[src/rtl/battleship_pkg.sv]
// Shared types and default sizing for the battleship game-state core.
package battleship_pkg;

    localparam int unsigned DEF_GRID_N     = 10;
    localparam int unsigned DEF_MAX_TURNS  = 20;
    localparam int unsigned DEF_SHIP_CELLS = 17;

    typedef enum logic [1:0] {
        IDLE    = 2'd0,
        PLAYING = 2'd1,
        WON     = 2'd2,
        LOST    = 2'd3
    } game_state_t;

    typedef enum logic [1:0] {
        MISS   = 2'd0,
        HIT    = 2'd1,
        REJECT = 2'd2
    } shot_result_t;

endpackage

[src/rtl/fired_map.sv]
// Bitmap of cells already fired on, with synchronous clear, set strobe and lookup.
module fired_map
    import battleship_pkg::*;
#(
    parameter int unsigned GRID_N = DEF_GRID_N
) (
    input  logic                       clk,
    input  logic                       reset,
    input  logic                       clear,
    input  logic                       set,
    input  logic [3:0]                 row,
    input  logic [3:0]                 col,
    output logic                       already_fired,
    output logic [GRID_N*GRID_N-1:0]   mask
);

    localparam int unsigned CELLS = GRID_N * GRID_N;

    logic [7:0]       idx;
    logic [CELLS-1:0] sel;
    logic [CELLS-1:0] mask_q;
    logic [CELLS-1:0] mask_d;

    // Out-of-range coordinates may alias an in-range cell; the caller rejects those anyway.
    assign idx = 8'(row) * 8'(GRID_N) + 8'(col);

    always_comb begin
        sel = '0;
        for (int i = 0; i < int'(CELLS); i++) begin
            sel[i] = (idx == 8'(i));
        end
    end

    assign already_fired = |(mask_q & sel);

    always_comb begin
        mask_d = mask_q;
        if (clear) begin
            mask_d = '0;
        end else if (set) begin
            mask_d = mask_q | sel;
        end
    end

    always_ff @(posedge clk or posedge reset) begin
        if (reset) begin
            mask_q <= '0;
        end else begin
            mask_q <= mask_d;
        end
    end

    assign mask = mask_q;

endmodule

[src/rtl/turn_tracker.sv]
// Battleship game FSM: judges shots, counts hits and turns, declares win or loss.
module turn_tracker
    import battleship_pkg::*;
#(
    parameter int unsigned GRID_N     = DEF_GRID_N,
    parameter int unsigned MAX_TURNS  = DEF_MAX_TURNS,
    parameter int unsigned SHIP_CELLS = DEF_SHIP_CELLS
) (
    input  logic                     clk,
    input  logic                     reset,
    input  logic                     start,
    input  logic                     fire,
    input  logic [3:0]               fire_row,
    input  logic [3:0]               fire_col,
    input  logic                     fire_hit,
    output logic [4:0]               turns_left,
    output logic [4:0]               hits,
    output logic [1:0]               game_state,
    output logic                     result_valid,
    output logic [1:0]               result,
    output logic [GRID_N*GRID_N-1:0] fired_mask
);

    game_state_t  state_q, state_d;
    shot_result_t result_q, result_d;
    logic [4:0]   turns_q, turns_d;
    logic [4:0]   hits_q, hits_d;
    logic         valid_q, valid_d;

    logic in_range;
    logic already_fired;
    logic accept;

    assign in_range = (fire_row < 4'(GRID_N)) && (fire_col < 4'(GRID_N));
    assign accept   = fire && !start && (state_q == PLAYING) && in_range && !already_fired;

    fired_map #(
        .GRID_N (GRID_N)
    ) u_fired_map (
        .clk           (clk),
        .reset         (reset),
        .clear         (start),
        .set           (accept),
        .row           (fire_row),
        .col           (fire_col),
        .already_fired (already_fired),
        .mask          (fired_mask)
    );

    always_comb begin
        state_d  = state_q;
        result_d = result_q;
        turns_d  = turns_q;
        hits_d   = hits_q;
        valid_d  = 1'b0;
        if (start) begin
            // A simultaneous fire is dropped without a result pulse.
            state_d = PLAYING;
            turns_d = 5'(MAX_TURNS);
            hits_d  = 5'd0;
        end else if (fire) begin
            valid_d = 1'b1;
            if (accept) begin
                turns_d  = turns_q - 5'd1;
                result_d = fire_hit ? HIT : MISS;
                if (fire_hit) begin
                    hits_d = hits_q + 5'd1;
                end
                // Winning on the last turn beats losing.
                if (fire_hit && (hits_q + 5'd1 == 5'(SHIP_CELLS))) begin
                    state_d = WON;
                end else if (turns_q == 5'd1) begin
                    state_d = LOST;
                end
            end else begin
                result_d = REJECT;
            end
        end
    end

    always_ff @(posedge clk or posedge reset) begin
        if (reset) begin
            state_q  <= IDLE;
            result_q <= MISS;
            turns_q  <= 5'(MAX_TURNS);
            hits_q   <= 5'd0;
            valid_q  <= 1'b0;
        end else begin
            state_q  <= state_d;
            result_q <= result_d;
            turns_q  <= turns_d;
            hits_q   <= hits_d;
            valid_q  <= valid_d;
        end
    end

    assign game_state   = state_q;
    assign result       = result_q;
    assign turns_left   = turns_q;
    assign hits         = hits_q;
    assign result_valid = valid_q;

endmodule

[config.mk]
export PLATFORM = sky130hd
export DESIGN_NAME = turn_tracker
export DESIGN_NICKNAME = d
export VERILOG_FILES = /design/src/rtl/battleship_pkg.sv /design/src/rtl/fired_map.sv /design/src/rtl/turn_tracker.sv
export SDC_FILE = /design/constraint.sdc
export NUM_CORES = 1
export LEC_CHECK = 0
export ABC_AREA = 1
export ABC_CLOCK_PERIOD_IN_PS = 4050
export BUFFER_PORTS_ARGS = -buffer_cell sky130_fd_sc_hd__clkbuf_2
export CORE_AREA = 8 8 126 174
export CTS_BUF_LIST = sky130_fd_sc_hd__clkbuf_4
export DETAILED_ROUTE_END_ITERATION = 8
export DIE_AREA = 0 0 134 182
export PLACE_DENSITY = 0.6
export SYNTH_ARGS = -nofsm -noshare
export SYNTH_HDL_FRONTEND = slang
export SYNTH_SLANG_ARGS = --single-unit
[constraint.sdc]
create_clock -name clk -period 4.05 [get_ports clk]
set_clock_uncertainty 0.15 [all_clocks]
set_input_delay 0.81 -clock clk [delete_from_list [all_inputs] [get_ports clk]]
set_output_delay 0.81 -clock clk [all_outputs]
set_load 0.005 [all_outputs]
# After elaboration in Yosys (flattened, before gate mapping)
# Cells that the tools add are included.
[totals]
input_bits = 13
out_inout_bits = 115
regBits = 115
wordCells = 153
[classes]
n_eq_ne = 102
multipliers = 1
mux = 18
reduce_logical = 18
addsub = 3
n_bitwise = 3
magnitude_cmp = 2
[op_table]
columns = ["op", "n"]
rows = [
  ["$eq A8 B7 Y1 const B", 36],
  ["$eq A8 B6 Y1 const B", 32],
  ["$mux W100", 2],
  ["$eq A8 B5 Y1 const B", 16],
  ["$and A100 B100 Y100", 1],
  ["$or A100 B100 Y100", 1],
  ["$reduce_or A100 Y1", 1],
  ["$eq A8 B4 Y1 const B", 8],
  ["$mux W5", 7],
  ["$eq A8 B3 Y1 const B", 4],
  ["$eq A8 B2 Y1 const B", 2],
  ["$mux W2", 6],
  ["$add A8 B4 Y8", 1],
  ["$eq A8 B1 Y1 const B", 1],
  ["$logic_not A8 Y1", 1],
  ["$lt A4 B4 Y1 const B", 2],
  ["$mul A4 B3 Y7 const B", 1],
  ["$logic_and A1 B1 Y1", 6],
  ["$reduce_and A3 Y1", 2],
  ["$reduce_bool A2 Y1", 3],
  ["$add A5 B1 Y5 const B", 1],
  ["$eq A5 B1 Y1 const B", 1],
  ["$eq A5 B5 Y1 const B", 1],
  ["$sub A5 B1 Y5 const B", 1],
  ["6 further kinds", 10],
]

# Logic depth before layout (Yosys ltp)
# Gate-level depths: netlist of run 1.
[depth]
ltp_word = 10
mapped_depth = 25
ltp_nobuf = 23

# By module
# Synthesis of run 1 repeated with hierarchy kept, for this count alone.
[hier_totals]
cells_unflattened = 896
hier_area_um2 = 6692.7
[by_module_without_submodules]
columns = ["module", "seq_area_each_um2", "cells_per_inst", "instances", "area_each_um2"]
rows = [
  ["fired_map", 2502.4, 794, 1, 5865.6],
  ["turn_tracker", 377.9, 102, 1, 827.0],
]

# Least setup slack after synthesis of run 1
# OpenSTA, ideal clock, no wires.
[synth_timing]
path_kind = "input to register"
startpoint = "input port fire_row[1]"
endpoint = "register u_fired_map.mask_q[20] (netlist: u_fired_map.mask[20])"
n_path_buf = 4
t_arrival_ps = 3609
required_time_ps = 3783
stages = 24
setup_slack_ps = 174
setup_time_ps = 117
cell_sequence = "ha_1 -> ha_1 -> fa_1 -> nand2_1 -> inv_2 -> nand3_1 -> nand2_1 -> nand2_1 -> nand2_1 -> nor2_4 -> buf_6 -> buf_6 -> nand4_1 -> nand2_1 -> nor2_1 -> nand2_1 -> nor2_1 -> nand2_1 -> nor2_4 -> nand2_4 -> buf_6 -> buf_2 -> nand3_1 -> nand2_1"
[synth_between]
elab_chain_cells = 8
word_cells_on_any_way = 113
cone_classes = "add/sub (1); mul (1); order compare (1); eq/ne (99); mux (2); bitwise (2); reduce/logical (7)"
[synth_rtl]
columns = ["element", "line", "rtl"]
rows = [
  ["from (decl)", "turn_tracker.sv:13", "input logic [3:0] fire_row,"],
  ["$mul A4 B3 Y7", "fired_map.sv:25", "assign idx = 8'(row) * 8'(GRID_N) + 8'(col);"],
  ["$add A8 B4 Y8", "fired_map.sv:25", ""],
  ["$eq A8 B1 Y1, or another cell as far along", "fired_map.sv:30", "sel[i] = (idx == 8'(i));"],
  ["$and A100 B100 Y100", "fired_map.sv:34", "assign already_fired = |(mask_q & sel);"],
  ["$reduce_or A100 Y1", "fired_map.sv:34", ""],
  ["$logic_not A1 Y1", "turn_tracker.sv:35", "assign accept = fire && !start && (state_q == PLAYING) && in_range && !already_fired;"],
  ["$logic_and A1 B1 Y1", "turn_tracker.sv:35", ""],
  ["$reduce_bool A2 Y1 (no source line)", "-", ""],
  ["to (signal assigned)", "fired_map.sv:49", "mask_q <= mask_d;"],
  ["to (decl)", "fired_map.sv:21", "logic [CELLS-1:0] mask_q;"],
]
# Several ways; a longest one is shown, not always the timed one. The select of a mux whose other input is x is not followed.
# A chain may end at the register's enable or synchronous reset.

# Worst setup path in the final report of run 1
[layout_timing]
startpoint = "input port fire_row[1]"
endpoint = "register u_fired_map.mask_q[22] (netlist: u_fired_map.mask[22])"
# Same word-level chain as after synthesis.

==> results of run 1 <==
registers in the layout, summed over array words and instances (netlist names):
signal / count
game_state: 2
hits: 5
result: 2
result_valid: 1
turns_left: 5
u_fired_map.mask: 100
Yosys cell counts, types with 6 or more instances:
| master | n |
|---|---|
| nand2_1 | 269 |
| nor2_1 | 136 |
| nand3_1 | 123 |
| dfrtp_1 | 113 |
| a21oi_1 | 101 |
| inv_1 | 98 |
| nand4_1 | 85 |
| buf_2 | 30 |
| clkbuf_1 | 25 |
| ha_1 | 11 |
| nor2_2 | 7 |
| buf_1 | 6 |
power by group:
part | switching, W | internal (W)
clock network | 0.000475 | 0.000376
logic | 0.000471 | 0.000264
registers | 0.0000315 | 0.00117
total | 0.000977 | 0.00181
worst max-delay path, delay by kind of cell:
family	cells	cell delay, ns
buffers and inverters	6	0.87
and+or+nand+nor	16	1.62
adders and majority gates	3	0.92
layer usage:
layer,track usage,vias up,part of all wire
met5,0,-,0
met4,0.108,0,0.035
li1,-,3816,-
met2,0.360,317,0.50
met3,0.0373,53,0.062
met1,0.260,3759,0.41
through the flow:
stage               area [um2]  power, W  instances  worst slack (ns)  hold WS, ns
finish                    9180   0.00279       1501             0.148        0.245
global route              9180   0.00291       1501          -0.00480        0.299
CTS                       9070   0.00276       1497             0.162        0.267
detailed placement        8810   0.00191       1466            -0.424        0.324
global placement          8810   0.00191       1466            -0.417        0.318
floorplan                 7180   0.00160       1045            0.0492        0.324
area by class of cell:
class	count	area, um2
Fill cell	2001	9960
Multi-Input combinational cell	758	3610
Sequential cell	115	2880
Timing Repair Buffer	244	1720
Inverter	104	393
Tap cell	248	310
Clock buffer	20	150
Clock inverter	11	114
Antenna cell	1	2.50
placed cells by master, fill, tap and decap left out:
master,n
nand3_2,1
nand3_1,123
inv_4,1
ha_1,11
clkbuf_4,20
clkinvlp_4,3
clkinv_1,3
a21oi_1,101
o21ai_0,5
a21oi_2,1
inv_2,5
nand4_1,85
nor2_1,133
nand2_2,5
clkinv_2,3
clkbuf_16,2
fa_1,2
dfrtp_1,113
nor2_4,5
inv_1,97
nand3b_1,2
dfstp_2,2
nor3_1,2
buf_12,13
o21a_1,1
xnor2_1,3
nor2_2,8
nor4_1,1
bufinv_16,2
buf_6,1
nand2_1,264
diode_2,1
clkinv_4,1
nand2_4,2
or2_2,1
buf_4,102
clkbuf_2,126
xor2_1,2
final timing paths:
kind                          startpoint                    to  slack, ns
setup / recovery             fire_row[1]  u_fired_map.mask[22]       0.15
hold / removal                     reset               hits[2]       0.25
setup reg to reg           game_state[1]  u_fired_map.mask[22]       1.80
hold reg to reg                result[0]             result[0]       0.35
max in group asynchronous          reset  u_fired_map.mask[83]       2.69
min in group clk               result[0]             result[0]       0.35
cell families (layout without fill, tap and decap cells):
kind of cell	count (synthesis)	after routing
flops	115	115
other cells	0	1
compound gates	108	108
xor+xnor	5	5
fa+ha+maj	13	13
buf+inv	172	379
simple gates	632	632
repair_timing:
item	CTS	global route
gates resized for setup	0	12
buffers inserted	0	1
setup endpoints to repair	0	72
==> impl_metrics.py, run 1 <==
metrics = {
    "drt": {
        "dr.pass1.iters": 5,
        "num_vias": 7945,
        "drt-total-wl_um": 26800,
        "drtIter0Drc": 666,
        "vias_per_cell": 5.29,
        "drc": 0,
        "wl_per_cell_um": 17.8,
        "drtAntennaViolNets": 0,
    },
    "die": {
        "core.rowCount": 60,
        "core_region_area_mm2": 0.0191,
        "die_h_um": 182,
        "die_width_um": 134,
        "start_util": 0.375,
        "boundaryPins": 128,
        "die_area_mm2": 0.0244,
    },
    "placed_design": {
        "port-buffer-count": 127,
        "place_congestion": 0.918,
        "dpl.hpwl_um": 19100,
    },
    "pwr": {
        "p_leak_nw": 4.84,
        "ir_drop_uv": 140,
        "power.density_mw_per_mm2": 304,
    },
    "synth": {
        "syn_area_mm2": 0.00718,
        "yosys.area_share.simple": 0.391,
        "synth-seq-area-share": 0.401,
        "synth.distinct_cells": 31,
        "synth_mux_area_frac": 0,
        "synth_edf_count": 0,
        "synth_top_family_by_area": "simple AND/OR/NAND/NOR gates",
        "synth_top_area_share": 0.394,
        "synthTopCellsByArea": "dfrtp_1 (39%), nand2_1 (14%), nand3_1 (8.6%), nand4_1 (7.4%), nor2_1 (7.1%)",
        "synth-seq-cells": 115,
        "synthFlopType": "dfrtp_1",
        "yosys_warnings": 0,
        "synth-compound-area-share": 0.0761,
        "yosysTopAreaCell": "dfrtp_1",
        "avgSynthCellArea_um2": 6.87,
        "syn_inst": 1045,
        "synth_xor_area_frac": 0.00610,
        "synth_nets": 1071,
        "async_reset_ff_frac": 1.00,
        "synthAdderAreaFrac": 0.0247,
    },
    "finish": {
        "post_route_cells_drive_above_1_share": 0.243,
        "final_nets": 1266,
        "utilization": 0.480,
        "syn2layout_area_growth_pct": 27.8,
    },
    "sta": {
        "relSlewSlack": 0.393,
        "fin_crit_ns": 3.90,
        "setup_viol_count_final": 0,
        "finalHoldViolCount": 0,
        "tightest_slew_ns": 0.907,
        "final.setup.tns_ns": 0,
        "finalCritPeriodShare": 0.964,
        "final_max_slew_viol_count": 0,
        "fmax_ghz": 0.256,
    },
    "critical_path": {
        "rr_worst_depth": 10,
        "critPathKind": "primary input to flop",
        "critPathMostFrequentCell": "nand2_1",
        "critPathRequiredTime_ns": 4.39,
        "startpoint_type": "primary input",
        "arrival_ns": 4.24,
        "cp_max_fo": 30,
        "slowest_delay_ns": 0.42,
        "crit_slowest_cell": "fa_1",
        "cp-end-kind": "flop",
    },
    "clock_network": {
        "ctsHoldBuffers": 0,
        "tritoncts": "yes",
        "cts_made_buffers": 17,
        "clkSinkCount": 115,
        "clk_latency_ns": 0.57,
        "cts_buffer_depth": 2,
        "htreeDepth": 4,
        "clkTransAtPathRegs_ns": 0.10,
        "root_buffer": "clkbuf_4",
    },
    "grt": {
        "antenna_found_initial": 1,
        "grt_overflow": 0,
        "grt_first_pass_wirelength_um": 41600,
        "grt_pass1_vias": 7607,
        "grt_max_degree": 72,
        "gr-usage-all-layers": 0.215,
    },
    "status": {
        "outcome": "finished, final reports clean",
    },
    "worst_hold_path": {
        "worstHoldPathType": "primary input to asynchronous set/reset pin",
    },
    "flow_run": {
        "max_cap_viol_count": 0,
    },
}
Note: power is estimated with default switching activity, not from simulation.
==> inputs of run 2 (changes only) <==
Settings changed: CAP_MARGIN from default to 40, CORE_AREA 8 8 126 174 to 8 8 122 169, DIE_AREA 0 0 134 182 to 0 0 130 177, SYNTH_HIERARCHICAL from default to 1.
==> run 2 against run 1 <==
  * Sequential share of layout area rose by 0.40 points
  * Combinational power increased by 15%
  * Final cell count is 9.3% lower
  * Sequential cell count unchanged
  * Register-to-register slack got worse by 0.21 ns
  * Count of clock-buffer cells in the layout is 3 lower
  * Final area down 1.3%
  * Critical path type unchanged
==> impl_metrics.py, run 2 <==
metrics = {
    "worst_hold_path": {
        "worstHoldPathType": "primary input to asynchronous set/reset pin",
    },
    "clock_network": {
        "cts_buffer_depth": 2,
        "clkSinkCount": 115,
        "cts_made_buffers": 17,
        "tritoncts": "yes",
        "clk_latency_ns": 0.56,
        "root_buffer": "clkbuf_4",
        "ctsHoldBuffers": 0,
        "htreeDepth": 4,
        "clkTransAtPathRegs_ns": 0.11,
    },
    "sta": {
        "hold_ws_ns": 0.0997,
        "fmax_ghz": 0.247,
        "finalHoldViolCount": 0,
        "relSlewSlack": 0.479,
        "finalCritPeriodShare": 0.999,
        "fin_crit_ns": 4.04,
        "final_max_slew_viol_count": 0,
        "rsz0062_at_grt": "yes",
        "setup_viol_count_final": 0,
        "final.setup.tns_ns": 0,
        "tightest_slew_ns": 0.779,
    },
    "grt": {
        "grtUsageMet1": 0.238,
        "grt_pass1_vias": 6799,
        "grt_first_pass_wirelength_um": 36800,
        "use_met3": 0.0470,
        "met2_usage": 0.365,
        "grt.busiest_layer": "met2",
        "antenna_found_initial": 1,
        "grt_max_degree": 65,
        "gr-usage-all-layers": 0.209,
        "grt_overflow": 0,
    },
    "finish": {
        "final_nets": 1129,
        "utilization": 0.497,
        "nFillCells": 1822,
        "final_common_cell": "nand2_1",
        "largest_register_ff_count": 100,
        "mostFrequentLayoutCells": "nand2_1 (152), inv_1 (139), nand4_1 (133)",
        "instances_no_fill": 1361,
        "syn2layout_area_growth_pct": 35.4,
        "post_route_cells_drive_above_1_share": 0.306,
    },
    "pwr": {
        "p_comb_frac": 0.289,
        "switchingPower_w": 0.00100,
        "p_seq_frac": 0.404,
        "p_int_w": 0.00192,
        "pwr-share-clk": 0.307,
        "power.density_mw_per_mm2": 322,
        "ir_drop_uv": 208,
        "p_leak_nw": 4.34,
        "sw_frac_of_total": 0.344,
    },
    "drt": {
        "drtIter0Drc": 657,
        "wl_per_cell_um": 18.4,
        "vias_per_cell": 5.29,
        "dr.pass1.iters": 5,
        "drc": 0,
        "drt-total-wl_um": 25100,
        "drtAntennaViolNets": 0,
        "num_vias": 7196,
    },
    "critical_path": {
        "reg2reg_slack_ns": 1.59,
        "startpoint_type": "primary input",
        "timing.rr.end": "u_fired_map/mask[58]",
        "worstSetupStartpoint": "fire_row[1]",
        "critPathRequiredTime_ns": 4.39,
        "worstReg2RegStart": "u_fired_map/mask[40]",
        "critPathKind": "primary input to flop",
        "endpoint": "u_fired_map/mask[58]",
        "arrival_ns": 4.39,
        "cp-end-kind": "flop",
        "rr_worst_depth": 14,
        "cp_max_fo": 17,
    },
    "synth": {
        "synth-seq-area-share": 0.430,
        "synth_common_cells": "nand2_1 (156), inv_1 (141), nand4_1 (133)",
        "synth_top_area_share": 0.423,
        "synth_edf_count": 0,
        "synth-seq-cells": 115,
        "synthFlopType": "dfrtp_1",
        "syn_area_mm2": 0.00669,
        "yosysTopAreaCell": "dfrtp_1",
        "synth.distinct_cells": 33,
        "yosys_warnings": 6,
        "async_reset_ff_frac": 1.00,
        "synthTopCellsByArea": "dfrtp_1 (42%), nand4_1 (12%), nand2_1 (8.7%), inv_1 (7.9%), a21oi_1 (7.5%)",
        "synth_nets": 922,
        "synth_most_common_cell": "nand2_1",
        "syn_inst": 896,
        "avgSynthCellArea_um2": 7.47,
    },
    "placed_design": {
        "place_inst": 1314,
        "port-buffer-count": 127,
        "place_congestion": 0.898,
        "dpl.hpwl_um": 17800,
    },
    "die": {
        "core.rowCount": 59,
        "die_area_mm2": 0.0230,
        "start_util": 0.367,
        "die_width_um": 130,
        "boundaryPins": 128,
        "core_region_area_mm2": 0.0182,
        "die_h_um": 177,
    },
    "status": {
        "outcome": "finished, final reports clean",
    },
    "flow_run": {
        "max_cap_viol_count": 0,
    },
}
==> run 2: changes by cell type in the layout (fill, tap and decap cells not counted), sizes merged, moves of 15 or more <==
| cell | change |
|---|---|
| inv | +43 |
| nand2 | -107 |
| nand3 | -72 |
| nand4 | +48 |
| nor2 | -69 |
| o21ai | +15 |
==> run 2: routing by layer <==
metal / share of wire / wire length [um] / vias up
met5: 0 / 0 / -
met4: 0.034 / 857 / 0
met3: 0.068 / 1720 / 59
met2: 0.52 / 13100 / 295
met1: 0.38 / 9430 / 3434
li1: - / - / 3408
==> run 2: what timing repair did <==
item                       4_1_cts  5_1_grt
gates resized for setup          0       58
setup endpoints to repair        0      114
setup buffers                    0        2
hold endpoints to repair         0        0
==> run 2: kinds of logic after synthesis <==
| logic type | synth area share |
|---|---|
| flops | 0.430 |
| buf+inv | 0.130 |
| fa+ha+maj | 0.0265 |
| simple gates | 0.313 |
| compound gates | 0.0965 |
| xor+xnor | 0.00393 |
==> run 2: worst min path at each step <==
stage          startpoint              endpoint  slack, ns  cells past startpoint
2_1_floorplan   result[0]             result[0]       0.32                      2
3_3_place_gp    result[0]             result[0]       0.32                      2
3_5_place_dp    result[0]             result[0]       0.33                      2
4_1_cts             reset  u_fired_map/mask[39]       0.07                      2
5_1_grt             reset  u_fired_map/mask[25]       0.09                      2
6_report            reset  u_fired_map/mask[39]        0.1                      2
==> run 2: cell type report <==
cell class | instances | area (um2) | share of cell area
multi-input combinational | 571 | 3120 | 0.345
timing repair inverter | 1 | 8.76 | 0.000966
clock buffer | 17 | 128 | 0.0141
inverter | 146 | 563 | 0.0621
clock inverter | 15 | 165 | 0.0182
timing repair buffer | 251 | 1890 | 0.208
antenna | 1 | 2.50 | 0.000276
tap | 244 | 305 | 0.0337
sequential | 115 | 2880 | 0.318
==> run 2: worst max-delay path: stages <==
cell	delay, ns
buf_8	0.10
ha_4	0.23
ha_4	0.16
fa_1	0.52
nand2_1	0.08
nor2_1	0.08
nand2_1	0.09
nand2_1	0.09
nand2_1	0.07
nand2_2	0.12
nor2_4	0.10
clkbuf_16	0.18
nand4_1	0.08
nand2_1	0.07
nor2_2	0.14
nand2_1	0.06
nor2_1	0.15
nand2_1	0.12
nor2_1	0.10
nand2_1	0.09
nor3_4	0.24
nand2_4	0.13
inv_6	0.13
clkbuf_16	0.19
nand4_1	0.10
a21oi_1	0.13
==> run 2: power groups by stage <==
stage	clock, W	sequential [W]	combinational [W]
after detailed placement	0	0.00120	0.000738
after global routing	0.000962	0.00118	0.000900
after floorplan	0	0.00120	0.000427
after CTS	0.000915	0.00118	0.000741
final	0.000896	0.00118	0.000844
after global placement	0	0.00120	0.000733
==> run 2: stage by stage <==
step | worst slack (ns) | total power [W] | area (um2)
after CTS | 0.0639 | 0.00284 | 8610
final | 0.00601 | 0.00292 | 9060
after global routing | -0.244 | 0.00304 | 9060
after detailed placement | -0.523 | 0.00194 | 8320
after global placement | -0.491 | 0.00193 | 8290
after floorplan | -0.169 | 0.00163 | 6820
==> inputs of run 3 (changes only) <==
Settings changed: CORE_AREA 8 8 122 169 to 8 8 132 165, DIE_AREA 0 0 130 177 to 0 0 140 173, PLACE_DENSITY 0.6 to 0.58, SYNTH_HIERARCHICAL 1 to default.
==> run 3 against run 2 <==
  * Worst hold slack gained 0.059 ns
  * Sequential cell count stayed put
  * Final cell count increased by 7.9%
  * Global-route usage rose by 1.4 points
  * Maximum frequency rose by 7.0%
  * Combinational power shrank 21%
  * Critical endpoint is now u_fired_map.mask[60]
  * Setup slack better by 0.26 ns
  * Count of clock-buffer cells in the layout is 5 higher
  * Register-to-register slack better by 0.26 ns
==> impl_metrics.py, run 3 (synthesis results as in run 1) <==
metrics = {
    "status": {
        "outcome": "finished, final reports clean",
    },
    "die": {
        "core.rowCount": 57,
        "die_area_mm2": 0.0242,
        "die_width_um": 140,
        "core_region_area_mm2": 0.0191,
        "start_util": 0.376,
        "die_h_um": 173,
        "boundaryPins": 128,
    },
    "clock_network": {
        "postCtsSetupBuffers": 0,
        "clk_latency_ns": 0.57,
        "root_buffer": "clkbuf_4",
        "htreeDepth": 4,
        "ctsHoldBuffers": 0,
        "tritoncts": "yes",
        "clkTransAtPathRegs_ns": 0.10,
        "cts_buffer_depth": 2,
        "clkSinkCount": 115,
        "cts_made_buffers": 17,
    },
    "finish": {
        "mostFrequentLayoutCells": "nand2_1 (267), nor2_1 (134), clkbuf_2 (126)",
        "final_common_cell": "nand2_1",
        "seq_area_mm2": 0.00288,
        "nFillCells": 2012,
        "post_route_cells_drive_above_1_share": 0.224,
        "largest_register_ff_count": 100,
        "final_nets": 1245,
        "syn2layout_area_growth_pct": 24.7,
        "multiInputGateArea_mm2": 0.00360,
    },
    "pwr": {
        "sw_frac_of_total": 0.342,
        "p_comb_frac": 0.247,
        "p_leak_nw": 4.72,
        "p_seq_frac": 0.446,
        "p_int_w": 0.00178,
        "pwr-share-clk": 0.307,
        "power.density_mw_per_mm2": 303,
        "ir_drop_uv": 158,
        "p_total_w": 0.00271,
        "switchingPower_w": 0.000927,
    },
    "critical_path": {
        "critPathKind": "primary input to flop",
        "critPathRequiredTime_ns": 4.35,
        "arrival_ns": 4.08,
        "rr_worst_depth": 10,
        "cp-end-kind": "flop",
        "cp_max_fo": 33,
        "worstReg2RegStart": "game_state[1]",
        "reg2reg_slack_ns": 1.85,
        "startpoint_type": "primary input",
        "timing.rr.end": "u_fired_map.mask[60]",
    },
    "grt": {
        "grt_max_degree": 72,
        "grt_pass1_vias": 7663,
        "gr-usage-all-layers": 0.222,
        "grt_overflow": 0,
        "grt_first_pass_wirelength_um": 42700,
        "antenna_found_initial": 1,
    },
    "placed_design": {
        "port-buffer-count": 127,
        "place_congestion": 0.913,
        "pre_cts_ws_ns": -0.405,
        "dpl.hpwl_um": 19500,
    },
    "sta": {
        "setup_slack_ns": 0.270,
        "finalCritPeriodShare": 0.933,
        "finalHoldViolCount": 0,
        "relSlewSlack": 0.430,
        "fmax_ghz": 0.265,
        "hold_ws_ns": 0.159,
        "fin_crit_ns": 3.78,
        "rsz0062_at_grt": "no",
        "tightest_slew_ns": 0.851,
        "final_max_slew_viol_count": 0,
        "setup_viol_count_final": 0,
    },
    "drt": {
        "drt-total-wl_um": 26600,
        "num_vias": 7839,
        "drtIter0Drc": 670,
        "vias_per_cell": 5.34,
        "drc": 0,
        "wl_per_cell_um": 18.1,
        "drtAntennaViolNets": 0,
        "dr.pass1.iters": 5,
    },
    "worst_hold_path": {
        "worstHoldPathType": "primary input to asynchronous set/reset pin",
    },
    "flow_run": {
        "max_cap_viol_count": 0,
    },
}
## run 3: cell count changes in the layout (fill, tap and decap cells not counted), moves of 14 or more
cell,before,now
a21oi_1,85,101
inv_1,139,97
nand2_1,152,267
buf_4,101,81
a21oi_2,15,1
nor2_1,67,134
nand3_1,44,123
nand4_1,133,85
## run 3: how the worst max path moves through the flow
stage                startpoint              endpoint  slack (ns)
floorplan                 reset         game_state[0]        0.05
global placement    fire_row[0]  u_fired_map.mask[55]       -0.48
detailed placement  fire_row[1]  u_fired_map.mask[60]       -0.41
CTS                 fire_row[1]  u_fired_map.mask[23]        0.19
global route        fire_row[1]  u_fired_map.mask[38]       0.003
finish              fire_row[0]  u_fired_map.mask[60]        0.27
## run 3: metrics by stage
step,setup TNS (ns),instances,util,area (um2)
4_1_cts,0,1467,0.467,8930
2_1_floorplan,0,1045,-,7180
6_report,0,1468,0.469,8960
3_5_place_dp,-37.89,1436,0.454,8680
5_1_grt,0,1468,0.469,8960
3_3_place_gp,-48.10,1433,0.452,8650
## run 3: timing repair
action | CTS | global route
hold endpoints to repair | 0 | 0
setup endpoints to repair | 0 | 103
gates resized for setup | 0 | 9
## run 3: area by class of cell
class,instances,area share
multi-input cells,758,0.402
clock buffers,22,0.0184
repair buffers,223,0.171
flip-flops and latches,115,0.321
well taps,236,0.0330
diodes,1,0.000279
clock inverters,9,0.00991
inverters,104,0.0438
## run 3: worst max-delay path, stage by stage
cell and delay [ns]:
clkbuf_2 0.09, buf_4 0.12, ha_1 0.22, fa_1 0.40
xor2_1 0.20, inv_1 0.08, nand2_1 0.09, nor2_1 0.53
inv_1 0.28, nor2_1 0.20, nand2_1 0.07, nand2_1 0.06
clkinv_1 0.05, nand2_1 0.05, nor2_1 0.04, nand2_1 0.12
nor2_4 0.08, nand2_4 0.09, nand2_2 0.11, buf_12 0.23
nand2_1 0.08, nand2_1 0.05
## run 3: power groups by stage
| stage | clock network, W | registers (W) | logic (W) |
|---|---|---|---|
| after floorplan | 0 | 0.00122 | 0.000377 |
| after global placement | 0 | 0.00123 | 0.000646 |
| after detailed placement | 0 | 0.00123 | 0.000654 |
| after CTS | 0.000852 | 0.00121 | 0.000655 |
| after global routing | 0.000894 | 0.00121 | 0.000730 |
| final | 0.000833 | 0.00121 | 0.000669 |
## run 3: routing by layer
metal  GRT usage  share of wire  routed length, um
met5           0              0                  0
met4      0.0821          0.025                661
met3      0.0521          0.068               1800
met2       0.372           0.49              13100
met1       0.273           0.42              11000
